**config.mk**
```make
export PLATFORM = sky130hd
export DESIGN_NAME = sram_port_arbiter
export DESIGN_NICKNAME = d
export VERILOG_FILES = /design/src/rtl/sram_port_arbiter_pkg.sv /design/src/rtl/sram_port_arbiter_rr_arb2.sv /design/src/rtl/sram_port_arbiter.sv
export SDC_FILE = /design/constraint.sdc
export NUM_CORES = 1
export LEC_CHECK = 0
export ABC_AREA = 1
export CAP_MARGIN = 10
export CORE_AREA = 2 2 133 135
export CTS_CLUSTER_SIZE = 12
export DETAILED_ROUTE_END_ITERATION = 6
export DIE_AREA = 0 0 135 137
export DONT_BUFFER_PORTS = 1
export GPL_TIMING_DRIVEN = 0
export PLACE_DENSITY_LB_ADDON = 0.2
export SLEW_MARGIN = 20
export SYNTH_ARGS = -nofsm -noshare
export SYNTH_HDL_FRONTEND = slang
export SYNTH_HIERARCHICAL = 1
export SYNTH_SLANG_ARGS = --single-unit
```
**constraint.sdc**
```tcl
create_clock -name clk -period 1.75 [get_ports clk]
set_input_delay 0.175 -clock clk [delete_from_list [all_inputs] [get_ports clk]]
set_output_delay 0.175 -clock clk [all_outputs]
set_load 0.02 [all_outputs]
```
**src/rtl/sram_port_arbiter_pkg.sv**
```systemverilog
// Shared constants and types for the two-port SRAM arbiter.
// Width defaults match the system bus; MAX_LOCK bounds how long a locked port can starve the other.
package sram_port_arbiter_pkg;

  localparam int BUS_WIDTH         = 32;
  localparam int DATA_WIDTH        = 32;
  localparam int SRAM_ARB_MAX_LOCK = 4;

  typedef enum logic {
    PORT0 = 1'b0,
    PORT1 = 1'b1
  } port_e;

endpackage

```
**src/rtl/sram_port_arbiter_rr_arb2.sv**
```systemverilog
// Two-way round-robin arbiter with bounded priority locking.
// Grant is combinational from req and prio; prio/lock_cnt update on every transfer.
module rr_arb2
  import sram_port_arbiter_pkg::*;
#(
  parameter int MAX_LOCK = SRAM_ARB_MAX_LOCK,
  localparam int CW = $clog2(MAX_LOCK + 1)
) (
  input  logic       clk,
  input  logic       resetn,
  input  logic [1:0] req,
  input  logic [1:0] lock,
  output logic [1:0] gnt
);

  logic          prio;
  logic          last_win;
  logic [CW-1:0] lock_cnt;
  logic          prio_nxt;
  logic          last_nxt;
  logic [CW-1:0] cnt_nxt;
  logic          win;
  logic          win_lock;
  logic          other_req;
  logic [CW-1:0] cnt_base;

  // grant decode: a lone requester wins, contention goes to prio
  always_comb begin
    gnt = 2'b00;
    case (req)
      2'b01:   gnt = 2'b01;
      2'b10:   gnt = 2'b10;
      2'b11:   gnt = prio ? 2'b10 : 2'b01;
      default: gnt = 2'b00;
    endcase
  end

  assign win       = gnt[1];
  assign win_lock  = win ? lock[1] : lock[0];
  assign other_req = win ? req[0] : req[1];
  // a streak only continues while the same port keeps winning
  assign cnt_base  = (win == last_win) ? lock_cnt : {CW{1'b0}};

  // pointer and lock-streak update on each transfer
  always_comb begin
    prio_nxt = prio;
    last_nxt = last_win;
    cnt_nxt  = lock_cnt;
    if (|gnt) begin
      last_nxt = win;
      if (!win_lock) begin
        cnt_nxt  = {CW{1'b0}};
        prio_nxt = ~win;
      end else if (!other_req) begin
        cnt_nxt  = cnt_base;
        prio_nxt = win;
      end else if (cnt_base >= CW'(MAX_LOCK - 1)) begin
        cnt_nxt  = {CW{1'b0}};
        prio_nxt = ~win;
      end else begin
        cnt_nxt  = cnt_base + CW'(1);
        prio_nxt = win;
      end
    end else begin
      cnt_nxt = lock_cnt;
    end
  end

  // arbitration state registers
  always_ff @(posedge clk or negedge resetn) begin
    if (!resetn) begin
      prio     <= 1'b0;
      last_win <= 1'b0;
      lock_cnt <= {CW{1'b0}};
    end else begin
      prio     <= prio_nxt;
      last_win <= last_nxt;
      lock_cnt <= cnt_nxt;
    end
  end

endmodule

```
**src/rtl/sram_port_arbiter.sv**
```systemverilog
// Shares one SRAM read/write port pair between two requesters.
// Muxes the granted access onto the SRAM and steers 1-cycle read data back to its owner.
module sram_port_arbiter
  import sram_port_arbiter_pkg::*;
#(
  parameter int AW       = BUS_WIDTH,
  parameter int DW       = DATA_WIDTH,
  parameter int MAX_LOCK = SRAM_ARB_MAX_LOCK
) (
  input  logic            clk,
  input  logic            resetn,
  input  logic            req0,
  input  logic            req1,
  input  logic            we0,
  input  logic            we1,
  input  logic [AW-1:0]   addr0,
  input  logic [AW-1:0]   addr1,
  input  logic [DW-1:0]   wdata0,
  input  logic [DW-1:0]   wdata1,
  input  logic [DW/8-1:0] wstrb0,
  input  logic [DW/8-1:0] wstrb1,
  input  logic            lock0,
  input  logic            lock1,
  output logic            gnt0,
  output logic            gnt1,
  output logic            rvalid0,
  output logic            rvalid1,
  output logic [DW-1:0]   rdata0,
  output logic [DW-1:0]   rdata1,
  output logic [AW-1:0]   ram_raddr,
  output logic            ram_ren,
  output logic [AW-1:0]   ram_waddr,
  output logic [DW-1:0]   ram_wdata,
  output logic [DW/8-1:0] ram_wen,
  input  logic [DW-1:0]   ram_rdata
);

  logic [1:0]      gnt;
  logic            sel;
  logic            sel_we;
  logic [AW-1:0]   sel_addr;
  logic [DW-1:0]   sel_wdata;
  logic [DW/8-1:0] sel_wstrb;
  logic            rd_go;
  logic            wr_go;
  logic            rd_pend;
  port_e           rd_owner;
  logic [AW-1:0]   raddr_hold;
  logic [AW-1:0]   waddr_hold;
  logic [DW-1:0]   wdata_hold;

  rr_arb2 #(.MAX_LOCK(MAX_LOCK)) u_arb (
    .clk    (clk),
    .resetn (resetn),
    .req    ({req1, req0}),
    .lock   ({lock1, lock0}),
    .gnt    (gnt)
  );

  assign gnt0      = gnt[0];
  assign gnt1      = gnt[1];
  assign sel       = gnt[1];
  assign sel_we    = sel ? we1 : we0;
  assign sel_addr  = sel ? addr1 : addr0;
  assign sel_wdata = sel ? wdata1 : wdata0;
  assign sel_wstrb = sel ? wstrb1 : wstrb0;
  assign rd_go     = (|gnt) && !sel_we;
  assign wr_go     = (|gnt) && sel_we;

  // idle cycles keep the last address/data on the SRAM pins
  assign ram_ren   = rd_go;
  assign ram_raddr = rd_go ? sel_addr : raddr_hold;
  assign ram_wen   = wr_go ? sel_wstrb : {(DW/8){1'b0}};
  assign ram_waddr = wr_go ? sel_addr : waddr_hold;
  assign ram_wdata = wr_go ? sel_wdata : wdata_hold;

  // read-return tracking and SRAM pin hold registers
  always_ff @(posedge clk or negedge resetn) begin
    if (!resetn) begin
      rd_pend    <= 1'b0;
      rd_owner   <= PORT0;
      raddr_hold <= {AW{1'b0}};
      waddr_hold <= {AW{1'b0}};
      wdata_hold <= {DW{1'b0}};
    end else begin
      rd_pend <= rd_go;
      if (rd_go) begin
        rd_owner   <= port_e'(sel);
        raddr_hold <= sel_addr;
      end else begin
        rd_owner   <= rd_owner;
        raddr_hold <= raddr_hold;
      end
      if (wr_go) begin
        waddr_hold <= sel_addr;
        wdata_hold <= sel_wdata;
      end else begin
        waddr_hold <= waddr_hold;
        wdata_hold <= wdata_hold;
      end
    end
  end

  assign rvalid0 = rd_pend && (rd_owner == PORT0);
  assign rvalid1 = rd_pend && (rd_owner == PORT1);
  assign rdata0  = rvalid0 ? ram_rdata : {DW{1'b0}};
  assign rdata1  = rvalid1 ? ram_rdata : {DW{1'b0}};

endmodule
```
# Word-level counts from Yosys, hierarchy flattened
# Cells that the tools add are included.
dict set report op_classes {
  n_eq_ne 4
  mux 21
  n_bitwise 2
  magnitude_cmp 1
  n_addsub 1
  reduce_logical 6
}
# operator count
set op_table {}
lappend op_table {{$mux 32} 7}
lappend op_table {{$mux 3} 4}
lappend op_table {{$mux 4} 2}
lappend op_table {{$mux 1} 6}
lappend op_table {{$pmux 2 s3} 1}
lappend op_table {{$eq 2x2->1 const B} 2}
lappend op_table {{$logic_and 1x1->1} 4}
lappend op_table {{$add 3x1->3 const B} 1}
lappend op_table {{$ge 3x2->1 const B} 1}
lappend op_table {{$eq 2x1->1 const B} 1}
lappend op_table {{$mux 2} 1}
lappend op_table {{$not 1->1} 2}
lappend op_table {{$reduce_or 2->1} 1}
lappend op_table {{$eq 1x1->1} 1}
lappend op_table {{$logic_not 1->1} 1}
dict set report word_totals {
  input_bits 176
  elab_cells 43
  output_inout_bits 169
  register_bits 103
}

# Longest topological paths before layout
dict set report depth {
  ltp_word 8
  depth_mapped 15
  depth_no_buf 15
}

# Cells and area by module
# Netlist, hierarchy kept.
# mod area_per_inst_um2 instances cells_per_inst seq_area_each_um2
set by_module_without_submodules {}
lappend by_module_without_submodules {sram_port_arbiter 5206.2 1 759 2452.4}
lappend by_module_without_submodules {rr_arb2 419.2 1 63 125.1}

# Least setup slack after synthesis
# OpenSTA, ideal clock, no wires.
dict set report synth_path {
  kind {register to output}
  from {register u_arb.prio}
  to {output ram_waddr[0]}
  required_time_ns 1.575
  path_stages_with_launch 7
  slack_ns -0.040
  path_buffers 1
  arrival_time_ns 1.615
  cell_sequence {dfrtp_1 > a21oi_1 > inv_1 > nand2_4 > buf_1 > nand3_1 > nand2_1}
}
dict set report synth_between {
  elab_chain_cells 5
  elab_cells_between_ends 7
  cone_classes {mux: 5; reduce/logical: 2}
}
# item line
set synth_lines {}
lappend synth_lines {{from (decl)} sram_port_arbiter_rr_arb2.sv:16} ;# logic prio;
lappend synth_lines {{from (signal assigned)} sram_port_arbiter_rr_arb2.sv:76} ;# prio <= prio_nxt;
lappend synth_lines {{$mux 2} sram_port_arbiter_rr_arb2.sv:33} ;# 2'b11: gnt = prio ? 2'b10 : 2'b01;
lappend synth_lines {{$pmux 2 s3} sram_port_arbiter_rr_arb2.sv:30} ;# case (req)
lappend synth_lines {{net gnt0} sram_port_arbiter.sv:24} ;# output logic gnt0,
lappend synth_lines {{$reduce_or 2->1} sram_port_arbiter.sv:68} ;# assign wr_go = (|gnt) && sel_we;
lappend synth_lines {{$logic_and 1x1->1} sram_port_arbiter.sv:68}
lappend synth_lines {{$mux 32} --}
lappend synth_lines {{to (decl)} sram_port_arbiter.sv:32} ;# output logic [AW-1:0] ram_waddr,
# The timed path passes the listed nets, and every way through them passes these cells.

# Worst setup path after layout
dict set report layout_path {
  from {register u_arb.prio}
  to {output ram_waddr[9]}
}
dict set report layout_between {
  elab_chain_cells 5
  elab_cells_between_ends 7
  cone_classes {mux: 5; reduce/logical: 2}
}
# item line
set layout_lines {}
lappend layout_lines {{$mux 2 *} sram_port_arbiter_rr_arb2.sv:33}
lappend layout_lines {{$pmux 2 s3 *} sram_port_arbiter_rr_arb2.sv:30}
lappend layout_lines {{net gnt1} sram_port_arbiter.sv:25} ;# output logic gnt1,
lappend layout_lines {{$reduce_or 2->1 / $mux 1 (equally long branches)} {sram_port_arbiter.sv:68, sram_port_arbiter.sv:63}}
lappend layout_lines {{$logic_and 1x1->1} sram_port_arbiter.sv:68}
lappend layout_lines {{$mux 32 *} --}
# The timed path passes the listed nets; every way through them passes the cells marked *.

==> flow_metrics.tcl <==
set metrics [dict create \
    slew-limit-headroom 0.649 \
    gp_congestion 0.799 \
    synth_mux_area_frac 0 \
    rows 48 \
    synth-xor-area-share 0 \
    arrival_ns 2.02 \
    totalPowerFinal_w 0.0101 \
    coreArea_mm2 0.0171 \
    stdcell_area_mm2 0.00914 \
    crit_path_start_kind "flip-flop" \
    first_global_vias 5352 \
    io-pin-count 345 \
    antenna_found_initial 0 \
    finalWirelength_um 22100 \
    synthAdderAreaFrac 0.00667 \
    cp_slowest_cell "dfrtp_1" \
    final_layout_size_suffix_gt1_frac 0.503 \
    num-nets-final 1050 \
    grt_pass1_wl_um 30700 \
    p_leak_nw 4.42 \
    fin_crit_sh 1.26 \
    cts_tree "yes" \
    dieArea_mm2 0.0185 \
    grt_max_degree 104 \
    maxCapViolations 0 \
    crit_fanout 7 \
    vias 5550 \
    critPathTopFamily "buffers and inverters" \
    h-tree-depth 3 \
    synth_top_area_frac 0.458 \
    synth_largest_area_cell "dfrtp_1" \
    fillers 1582 \
    grt.overflow.total 0 \
    placed_cell_area_mm2 0.00591 \
    multi_input_comb_area_mm2 0.00443 \
    synth-seq-cells 103 \
    criticalPathCategory "flip-flop to output pin" \
    die_y_um 137 \
    worst_slack_ns -0.447 \
    route.detailed.drc 0 \
    track_usage 0.221 \
    initial_core_util 0.330 \
    vias_per_cell 5.04 \
    drt_first_iter_violations 219 \
    critPathCaptureType "output pin" \
    synth.distinct_cells 22 \
    synth-compound-area-share 0.00912 \
    antenna_cells 0 \
    cp_slowest_stage_delay_ns 0.40 \
    slew_viol_final 0 \
    crit_path_frequent_cell "buf_12" \
    ir_worst_vdd_uv 714 \
    hold_path_class "input port to async pin" \
    firstDrtPassIters 4 \
    fin_skew_ns 0.0130 \
    drtAntennaViolNets 0 \
    synth_top_family_by_area "simple AND/OR/NAND/NOR gates" \
    area_delta_synth_final_pct 62.5 \
    finalSetupViolations 134 \
    crit_chain "nand2_2 > nand2_4 > buf_12 > inv_16 > buf_12 > nand2_8 > nand2_8 > buf_12 > clkbuf_16 > nand2_2 > nand2_4" \
    root_buffer "clkbuf_16" \
    p_per_area_mw_per_mm2 1110 \
    syn_avg_cell_area_um2 6.84 \
    numPortBuffers 0 \
    max_freq_mhz 455 \
    holdWs_ns -0.498 \
    synth_nets 1001 \
    syn_inst 822 \
    dp.final_hpwl_um 15100 \
    cts_inserted_buffers 9 \
    ys_seq_area_frac 0.458 \
    worstPathRequired_ns 1.57 \
    hold_viol_final 103 \
    path_buf_inv 5 \
    yosysWarnings 6 \
    cts_sinks 103 \
    tightest_slew_ns 0.524 \
    failed_checks "negative hold slack, negative setup slack" \
    clkTransAtPathRegs_ns 0.08 \
    synthSimpleGateAreaFrac 0.435 \
    synthTopCellsByArea "dfrtp_1, nand2_1, nand3_1, nor2_1, inv_1" \
    wl_per_cell_um 20.1 \
    status "finished, violations left" \
    fp.dieW_um 135 \
    period_needed_ns 2.20 \
    grt_setup_unrepaired "true" \
    clock_path_buffers 2 \
    syn_area_mm2 0.00563 \
    seqCellArea_mm2 0.00258 \
    clkLatencyLatePin_ns 0.35 \
]
power breakdown:
part	switching, W	internal [W]	total [W]
clock	0.000944	0.00117	0.00211
combinational	0.00322	0.00156	0.00478
sequential	0.000266	0.00297	0.00323
total	0.00443	0.00569	0.0101
sequential cells by signal, indices dropped and copies added, names as in the netlist:
signal	cells
u_arb/last_win	1
u_arb/prio	1
wdata_hold	32
u_arb/lock_cnt	3
rd_pend	1
raddr_hold	32
rd_owner	1
waddr_hold	32
cells in the mapped netlist, drive strengths merged:
cell type  count
clkbuf         9
ha             3
o21ai          1
a21oi          2
a21boi         4
nand3        106
nor2          74
or2            1
o22ai          1
inv           51
dfrtp        103
nand2        423
buf           44
repair_timing:
action / CTS / global route
pin swaps: 82 / 56
endpoints found under the hold margin: 103 / 103
endpoints found under the setup margin: 263 / 249
buffers inserted: 19 / 2
gates cloned: 6 / 12
resized for setup: 406 / 204
worst reg2reg max path: cells and delay by family, from the launching register on:
family	cells	cell delay [ns]
buf+inv	6	0.50
simple gates	7	0.61
fa+ha+maj	2	0.30
flops	1	0.37
final timing paths:
path | from | to | slack [ns] | cells after the start
setup / recovery | u_arb/prio | ram_waddr[9] | -0.45 | 11
hold / removal | resetn | raddr_hold[20] | -0.50 | 0
setup reg to reg | u_arb/prio | u_arb/lock_cnt[0] | -0.11 | 15
hold reg to reg | u_arb/lock_cnt[2] | u_arb/lock_cnt[2] | 0.51 | 2
max in group asynchronous | resetn | rd_owner | 2.07 | 0
min in group clk | lock1 | u_arb/prio | 0.02 | 2
kinds of logic after synthesis:
| logic type | after synthesis |
|---|---|
| buf+inv | 104 |
| compound gates | 8 |
| flops | 103 |
| simple gates | 604 |
| fa+ha+maj | 3 |
through the flow:
step	utilization	TNS [ns]	hold slack, ns	std cells	setup WS, ns
after floorplan	-	0	-0.121	822	0.0437
after global placement	0.347	-56.38	-0.117	1047	-0.469
after detailed placement	0.347	-55.46	-0.117	1047	-0.447
after CTS	0.467	-38.07	-0.506	1087	-0.424
after global routing	0.536	-58.90	-0.516	1101	-0.550
final	0.536	-41.71	-0.498	1101	-0.447
layout make-up:
cell class | instances | area share
Timing Repair Buffer | 38 | 0.0712
Sequential cell | 103 | 0.282
Clock buffer | 11 | 0.0265
Multi-Input combinational cell | 616 | 0.485
Buffer | 52 | 0.0742
Tap cell | 225 | 0.0308
Clock inverter | 5 | 0.00698
Inverter | 51 | 0.0238
layout by cell type (no fill, tap or decap), drive strengths merged, types with 3 or more instances in the layout:
cell	instances
clkbuf	33
nand2	424
buf	66
nor2	74
nand3	106
inv	51
dfrtp	103
a21boi	4
ha	3
metal layers:
metal,wire (um),up-vias,track usage
met5,0,-,0
met4,619,0,0.0862
met3,1620,35,0.0685
met2,11900,221,0.408
met1,7970,2676,0.237
li1,-,2618,-
No activity file was read; power rests on OpenSTA's default activity.
